$ cat config.mk
export PLATFORM = sky130hd
export DESIGN_NAME = imem_loader_flat
export DESIGN_NICKNAME = d
export VERILOG_FILES = /design/src/rtl/imem_loader_pkg.sv /design/src/rtl/imem_loader_if.sv /design/src/rtl/imem_loader_word_assembler.sv /design/src/rtl/imem_loader.sv /design/src/flat_wrapper.sv
export SDC_FILE = /design/constraint.sdc
export NUM_CORES = 1
export LEC_CHECK = 0
export CAP_MARGIN = 40
export CORE_ASPECT_RATIO = 0.9
export CORE_MARGIN = 2
export CORE_UTILIZATION = 55
export DETAILED_ROUTE_END_ITERATION = 6
export PLACE_DENSITY = 0.8
export SLEW_MARGIN = 0
export SYNTH_ARGS = -nofsm -noshare
export SYNTH_HDL_FRONTEND = slang
export SYNTH_HIERARCHICAL = 1
export SYNTH_SLANG_ARGS = --single-unit
$ cat constraint.sdc
create_clock -name clk -period 4.3 [get_ports clk]
set_input_delay 0.86 -clock clk [delete_from_list [all_inputs] [get_ports clk]]
set_output_delay 0.86 -clock clk [all_outputs]
set_load 0.02 [all_outputs]
$ cat src/rtl/imem_loader_pkg.sv
// ==================================================================
// Module : imem_loader_pkg
// Brief  : shared types and helpers for the instruction-memory loader
// Rev    : 1.0
// ==================================================================
`default_nettype none

package imem_loader_pkg;

  typedef enum logic [1:0] {IDLE = 2'd0, LOAD = 2'd1, DONE = 2'd2} loader_state_t;

  localparam int DEFAULT_WORD_SIZE = 32;
  localparam int BYTES_PER_WORD    = DEFAULT_WORD_SIZE / 8;

  function automatic int bytes_per_word(input int word_size);
    return word_size / 8;
  endfunction

endpackage

`default_nettype wire

$ cat src/rtl/imem_loader_if.sv
// ==================================================================
// Module : imem_loader_if
// Brief  : host stream, control and memory write port of the loader
// Rev    : 1.0
// ==================================================================
`default_nettype none

interface imem_loader_if #(
  parameter int WORD_SIZE = 32,
  parameter int ADDR_BITS = 32
);
  logic                 start;
  logic [ADDR_BITS-1:0] word_count;
  logic [7:0]           byte_in;
  logic                 byte_valid;
  logic                 byte_ready;
  logic                 wr_en;
  logic [ADDR_BITS-1:0] wr_addr;
  logic [WORD_SIZE-1:0] wr_data;
  logic                 busy;
  logic                 done;
  logic                 err;
  logic                 cpu_hold;

  modport master (
    output start, word_count, byte_in, byte_valid,
    input  byte_ready, wr_en, wr_addr, wr_data, busy, done, err, cpu_hold
  );

  modport slave (
    input  start, word_count, byte_in, byte_valid,
    output byte_ready, wr_en, wr_addr, wr_data, busy, done, err, cpu_hold
  );
endinterface

`default_nettype wire

$ cat src/rtl/imem_loader_word_assembler.sv
// ==================================================================
// Module : word_assembler
// Brief  : packs accepted bytes little-endian into one word
// Rev    : 1.0
// ==================================================================
`default_nettype none

module word_assembler
  import imem_loader_pkg::*;
#(
  parameter int WORD_SIZE = 32
) (
  input  logic                 clk,
  input  logic                 rst,
  input  logic                 i_clear,
  input  logic [7:0]           i_byte,
  input  logic                 i_byte_valid,
  output logic [WORD_SIZE-1:0] o_word,
  output logic                 o_word_valid
);
  localparam int c_BPW   = bytes_per_word(WORD_SIZE);
  localparam int c_IDX_W = (c_BPW > 1) ? $clog2(c_BPW) : 1;

  logic [c_IDX_W-1:0]   r_idx;
  logic [WORD_SIZE-1:0] r_bytes;
  logic [WORD_SIZE-1:0] w_word;
  logic                 w_last;

  // The word including the byte arriving this cycle, so the top can register it directly.
  always_comb begin
    w_word = r_bytes;
    for (int k = 0; k < c_BPW; k++) begin
      if (r_idx == c_IDX_W'(k)) w_word[8*k +: 8] = i_byte;
    end
  end

  assign w_last = i_byte_valid && (r_idx == c_IDX_W'(c_BPW - 1));

  always_ff @(posedge clk) begin
    if (rst || i_clear) begin
      r_idx   <= '0;
      r_bytes <= '0;
    end else if (i_byte_valid) begin
      r_bytes <= w_word;
      r_idx   <= w_last ? '0 : r_idx + c_IDX_W'(1);
    end
  end

  assign o_word       = w_word;
  assign o_word_valid = w_last;

endmodule

`default_nettype wire

$ cat src/rtl/imem_loader.sv
// ==================================================================
// Module : imem_loader
// Brief  : fills instruction memory from a byte stream, then releases the core
// Rev    : 1.0
// ==================================================================
`default_nettype none

module imem_loader
  import imem_loader_pkg::*;
#(
  parameter int WORD_SIZE = 32,
  parameter int ADDR_BITS = 32,
  parameter int MEM_DEPTH = 256
) (
  input  logic              clk,
  input  logic              rst,
  imem_loader_if.slave      bus
);
  loader_state_t        r_state, w_next;
  logic [ADDR_BITS-1:0] r_count, r_word_idx;
  logic [ADDR_BITS-1:0] r_wr_addr;
  logic [WORD_SIZE-1:0] r_wr_data;
  logic                 r_wr_en, r_busy, r_done, r_err, r_cpu_hold;
  logic                 w_start_ok, w_byte_acc, w_word_valid, w_final, w_too_big;
  logic                 w_err_nxt, w_hold_nxt;
  logic [WORD_SIZE-1:0] w_word;

  assign w_start_ok = bus.start && (r_state != LOAD);
  assign w_byte_acc = bus.byte_valid && (r_state == LOAD);
  assign w_too_big  = bus.word_count > ADDR_BITS'(MEM_DEPTH);
  assign w_final    = w_word_valid && (r_word_idx == r_count - ADDR_BITS'(1));

  word_assembler #(.WORD_SIZE(WORD_SIZE)) u_asm (
    .clk          (clk),
    .rst          (rst),
    .i_clear      (w_start_ok),
    .i_byte       (bus.byte_in),
    .i_byte_valid (w_byte_acc),
    .o_word       (w_word),
    .o_word_valid (w_word_valid)
  );

  always_ff @(posedge clk) begin
    if (rst) r_state <= IDLE;
    else     r_state <= w_next;
  end

  always_comb begin
    w_next = r_state;
    case (r_state)
      IDLE, DONE: begin
        if (bus.start) begin
          if (bus.word_count == '0 || w_too_big) w_next = DONE;
          else                                   w_next = LOAD;
        end
      end
      LOAD:    if (w_final) w_next = DONE;
      default: w_next = IDLE;
    endcase
  end

  // Next values for the registered status outputs; err only changes on an accepted start.
  always_comb begin
    w_err_nxt = r_err;
    if (w_start_ok) w_err_nxt = w_too_big;
    w_hold_nxt = !((w_next == DONE) && !w_err_nxt);
  end

  always_ff @(posedge clk) begin
    if (rst) begin
      r_count    <= '0;
      r_word_idx <= '0;
      r_wr_en    <= 1'b0;
      r_wr_addr  <= '0;
      r_wr_data  <= '0;
      r_busy     <= 1'b0;
      r_done     <= 1'b0;
      r_err      <= 1'b0;
      r_cpu_hold <= 1'b1;
    end else begin
      if (w_start_ok) begin
        r_count    <= bus.word_count;
        r_word_idx <= '0;
      end else if (w_word_valid) begin
        r_word_idx <= r_word_idx + ADDR_BITS'(1);
      end
      r_wr_en <= w_word_valid;
      if (w_word_valid) begin
        r_wr_addr <= r_word_idx;
        r_wr_data <= w_word;
      end
      r_busy     <= (w_next == LOAD);
      r_done     <= (w_next == DONE);
      r_err      <= w_err_nxt;
      r_cpu_hold <= w_hold_nxt;
    end
  end

  assign bus.byte_ready = (r_state == LOAD);
  assign bus.wr_en      = r_wr_en;
  assign bus.wr_addr    = r_wr_addr;
  assign bus.wr_data    = r_wr_data;
  assign bus.busy       = r_busy;
  assign bus.done       = r_done;
  assign bus.err        = r_err;
  assign bus.cpu_hold   = r_cpu_hold;

endmodule

`default_nettype wire

$ cat src/flat_wrapper.sv
// flat-port wrapper written by rule: the top's interface ports become plain ports
module imem_loader_flat import imem_loader_pkg::*;
#(
  parameter int WORD_SIZE = 32,
  parameter int ADDR_BITS = 32,
  parameter int MEM_DEPTH = 256
)
  (clk, rst, bus_start, bus_word_count, bus_byte_in, bus_byte_valid, bus_byte_ready, bus_wr_en, bus_wr_addr, bus_wr_data, bus_busy, bus_done, bus_err, bus_cpu_hold);
  imem_loader_if #(.WORD_SIZE(WORD_SIZE), .ADDR_BITS(ADDR_BITS)) bus_i ();
  input  logic clk;
  input  logic rst;
  input wire logic [$bits(bus_i.start)-1:0] bus_start;
  input wire logic [$bits(bus_i.word_count)-1:0] bus_word_count;
  input wire logic [$bits(bus_i.byte_in)-1:0] bus_byte_in;
  input wire logic [$bits(bus_i.byte_valid)-1:0] bus_byte_valid;
  output wire logic [$bits(bus_i.byte_ready)-1:0] bus_byte_ready;
  output wire logic [$bits(bus_i.wr_en)-1:0] bus_wr_en;
  output wire logic [$bits(bus_i.wr_addr)-1:0] bus_wr_addr;
  output wire logic [$bits(bus_i.wr_data)-1:0] bus_wr_data;
  output wire logic [$bits(bus_i.busy)-1:0] bus_busy;
  output wire logic [$bits(bus_i.done)-1:0] bus_done;
  output wire logic [$bits(bus_i.err)-1:0] bus_err;
  output wire logic [$bits(bus_i.cpu_hold)-1:0] bus_cpu_hold;
  assign bus_i.start = bus_start;
  assign bus_i.word_count = bus_word_count;
  assign bus_i.byte_in = bus_byte_in;
  assign bus_i.byte_valid = bus_byte_valid;
  assign bus_byte_ready = bus_i.byte_ready;
  assign bus_wr_en = bus_i.wr_en;
  assign bus_wr_addr = bus_i.wr_addr;
  assign bus_wr_data = bus_i.wr_data;
  assign bus_busy = bus_i.busy;
  assign bus_done = bus_i.done;
  assign bus_err = bus_i.err;
  assign bus_cpu_hold = bus_i.cpu_hold;
  imem_loader #(.WORD_SIZE(WORD_SIZE), .ADDR_BITS(ADDR_BITS), .MEM_DEPTH(MEM_DEPTH)) u_core (.clk(clk), .rst(rst), .bus(bus_i));
endmodule
==> results.sh <==
export IMPL_yosys_area_top_type_share_pct=40.8
export IMPL_post_drt_wl_per_cell_um=16.2
export IMPL_hold_depth=2
export IMPL_min_to="u_core/r_count[31]"
export IMPL_final_area_um2=10000
export IMPL_worstHoldStart="u_core/r_count[31]"
export IMPL_synth_edff_count=0
export IMPL_ctsResizeCount=0
export IMPL_final_antenna_net_count=0
export IMPL_synth_cell_type_count=66
export IMPL_grt_start_max_net_pins=68
export IMPL_yosys_area_share_simple_pct=22.4
export IMPL_final_common_cell="dfxtp_1"
export IMPL_clock_fmax_ghz=0.294
export IMPL_first_global_vias=6282
export IMPL_final_layout_size_suffix_gt1_share_pct=11.3
export IMPL_clk_latency_ns=0.43
export IMPL_firstDrtPassIters=5
export IMPL_hp_class="flop to flop"
export IMPL_syn_cell_area_um2=8300
export IMPL_die_w_um=133
export IMPL_yosysWarnings=6
export IMPL_slew_headroom_pct=40.7
export IMPL_fp_dieH_um=121
export IMPL_path_class="primary input to flop"
export IMPL_syn_area_per_cell_um2=8.79
export IMPL_place_ws_ns=0.516
export IMPL_hold_ws_ns=0.485
export IMPL_min_period_ns=3.40
export IMPL_tritoncts="done"
export IMPL_r2r_end="u_core/r_word_idx[30]"
export IMPL_dieArea_um2=16100
export IMPL_cp_max_fo=36
export IMPL_cts_sinks=169
export IMPL_grt_pass1_wl_mm=32.1
export IMPL_crit_required_ns=4.61
export IMPL_num_vias=6993
export IMPL_routed_wl_mm=19.9
export IMPL_postCtsSetupBuffers=0
export IMPL_antenna_found_initial=0
export IMPL_setup_slack_ns=0.902
export IMPL_numPortBuffers=113
export IMPL_n_antenna_cell=0
export IMPL_num_rows=42
export IMPL_ys_async_sr_fraction_pct=0
export IMPL_final_cell_mix="dfxtp_1 (169), nor2_1 (113), clkdlybuf4s50_1 (112), nand2_1 (95), a21oi_1 (78)"
export IMPL_io_pins=114
export IMPL_yosysSeqAreaShare_pct=40.8
export IMPL_clk_pin_slew_worst_paths_ns=0.06
export IMPL_yosys_area_top_type="dfxtp_1"
export IMPL_crit_path_end_kind="flop"
export IMPL_tns_ns=0
export IMPL_synth_ff_type="dfxtp_1"
export IMPL_core_area_um2=14700
export IMPL_netlist_top_cells_area="dfxtp_1 (41%), mux2i_1 (8.6%), nor2_1 (5.1%), a21oi_1 (4.7%), mux2_2 (4.3%)"
export IMPL_place_congestion=0.854
export IMPL_ys_seq_elements=169
export IMPL_cp_slowest_stage_delay_ns=0.55
export IMPL_use_met2_pct=37.2
export IMPL_vias_per_cell=5.69
export IMPL_crit_reg2reg_launch="u_core/r_state[0]"
export IMPL_synth_top_family_by_area="simple AND/OR/NAND/NOR gates"
export IMPL_skew_ns=0.00913
export IMPL_tightest_slew_ns=0.889
export IMPL_synthMuxAreaShare_pct=12.9
export IMPL_slowest_stage="nor3_1"
export IMPL_p_leak_nw=3.50
export IMPL_synth_compound_area_share_pct=12.4
export IMPL_area_growth_pct=20.6
export IMPL_root_buffer="clkbuf_16"
export IMPL_crit_arrival_ns=3.71
export IMPL_min_period_over_period_pct=79.0
export IMPL_outcome="finished, final reports clean"
export IMPL_placed_cell_area_um2=9400
export IMPL_track_usage_pct=24.9
export IMPL_cap_viol_max_count=0
export IMPL_synth_cells=944
export IMPL_rr_worst_depth=11
export IMPL_finalNetCount=1069
export IMPL_cts_buffers=17
export IMPL_drt_iter0_markers=519
export IMPL_use_met3_pct=4.49
export IMPL_slew_violations=0
export IMPL_cts_htree_levels=4
export IMPL_start_kind="primary input"
export IMPL_p_per_area_nw_per_um2=348
export IMPL_dp_cells=1198
export IMPL_postSynthNetCount=994
export IMPL_clk_path_buf_depth=2
export IMPL_post_dp_hpwl_mm=13.2
export IMPL_finalSetupViolations=0
export IMPL_gr_total_overflow=0
export IMPL_globalRouteMet1Util_pct=35.5
export IMPL_rrSetupSlack_ns=0.93
export IMPL_ir_worst_vdd_mv=0.301
export IMPL_drc=0
export IMPL_start_util_pct=56.4
export IMPL_fin_cells=1230
export IMPL_yosys_area_share_adder_pct=0.905
export IMPL_crit_chain="clkdlybuf4s50_1 > and2_2 > and2_4 > buf_4 > and4_1 > nand4_1 > nor3_1 > nand2_1 > xor2_1 > nor2_1"
export IMPL_rsz0062_at_grt="no"
export IMPL_ctsHoldBuffers=0
export IMPL_busiest_layer="met2"
export IMPL_synth_xor_area_share_pct=5.81
export IMPL_hold_viol=0
==> final cells by class <==
type / instances / area (µm²)
fillers: 1160 / 4710
multi-input cells: 696 / 4520
clock buffers: 19 / 443
flip-flops and latches: 169 / 3380
repair buffers: 123 / 1200
inverters: 12 / 45.0
clock inverters: 13 / 165
well taps: 198 / 248
==> Yosys cell counts, types with 3 or more instances <==
cell / count
dfxtp_1: 169
nor2_1: 113
nand2_1: 95
a21oi_1: 78
mux2i_1: 71
nand3_1: 44
clkbuf_1: 32
mux2_2: 32
a21bo_2: 30
xor2_1: 28
xnor2_1: 27
nor4_1: 25
nor3_1: 17
o21ai_0: 16
buf_2: 14
inv_1: 11
nand4_1: 11
or3_1: 10
and3_1: 8
buf_6: 8
or4_1: 7
and4_1: 6
buf_1: 6
buf_4: 6
ha_1: 6
nand2b_1: 6
nor2b_1: 5
a21bo_1: 4
nand4b_1: 4
a31oi_1: 3
and2_1: 3
o21a_1: 3
==> worst max-delay path, delay by kind of cell <==
| kind | cells | cell delay, ns |
|---|---|---|
| buf+inv | 2 | 0.92 |
| simple gates | 7 | 1.75 |
| xor+xnor | 1 | 0.16 |
==> power breakdown <==
part / total [W] / internal (W) / switching (W)
Sequential: 0.00161 / 0.00158 / 0.0000309
Clock: 0.00159 / 0.000935 / 0.000654
Combinational: 0.000274 / 0.000114 / 0.000160
==> flip-flops by register name, summed over array words and instances, names as in the netlist <==
signal and cells:
u_core/u_asm/r_idx 2, u_core/bus.busy 1, u_core/bus.err 1, u_core/r_count 32
u_core/bus.done 1, u_core/r_state 2, u_core/bus.cpu_hold 1, u_core/bus.wr_data 32
u_core/bus.wr_en 1, u_core/bus.wr_addr 32, u_core/u_asm/r_bytes 32, u_core/r_word_idx 32
==> per-layer routing <==
layer	wire length, µm	share of wire, %
met1	9570	48
met2	8730	44
met3	1190	6.0
met4	391	2.0
met5	0	0
==> per-stage QoR <==
step                      utilization, %  power, W
after global routing                68.0   0.00359
after CTS                           68.0   0.00349
after global placement              63.9   0.00191
final                               68.0   0.00348
after detailed placement            63.9   0.00191
after floorplan                        -   0.00181
==> how the worst max path moves through the flow <==
stage                      start                     to  slack, ns  cells past startpoint
2_1_floorplan  u_core/r_state[0]  u_core/r_word_idx[31]       1.01                     15
3_3_place_gp      bus_byte_valid  u_core/r_word_idx[30]       0.63                     10
3_5_place_dp      bus_byte_valid  u_core/r_word_idx[30]       0.52                     10
4_1_cts           bus_byte_valid  u_core/r_word_idx[30]       0.93                     10
5_1_grt           bus_byte_valid  u_core/r_word_idx[30]       0.71                     10
6_report          bus_byte_valid  u_core/r_word_idx[30]       0.90                     10
==> cells by family after synthesis <==
kind of cell | Yosys count
buffers and inverters | 79
and+or+nand+nor | 376
xor gates and xnor gates | 55
adders and majority gates | 6
muxes | 103
DFF | 169
AOI/OAI and AO/OA | 156
Note: power is estimated with default switching activity, not from simulation.
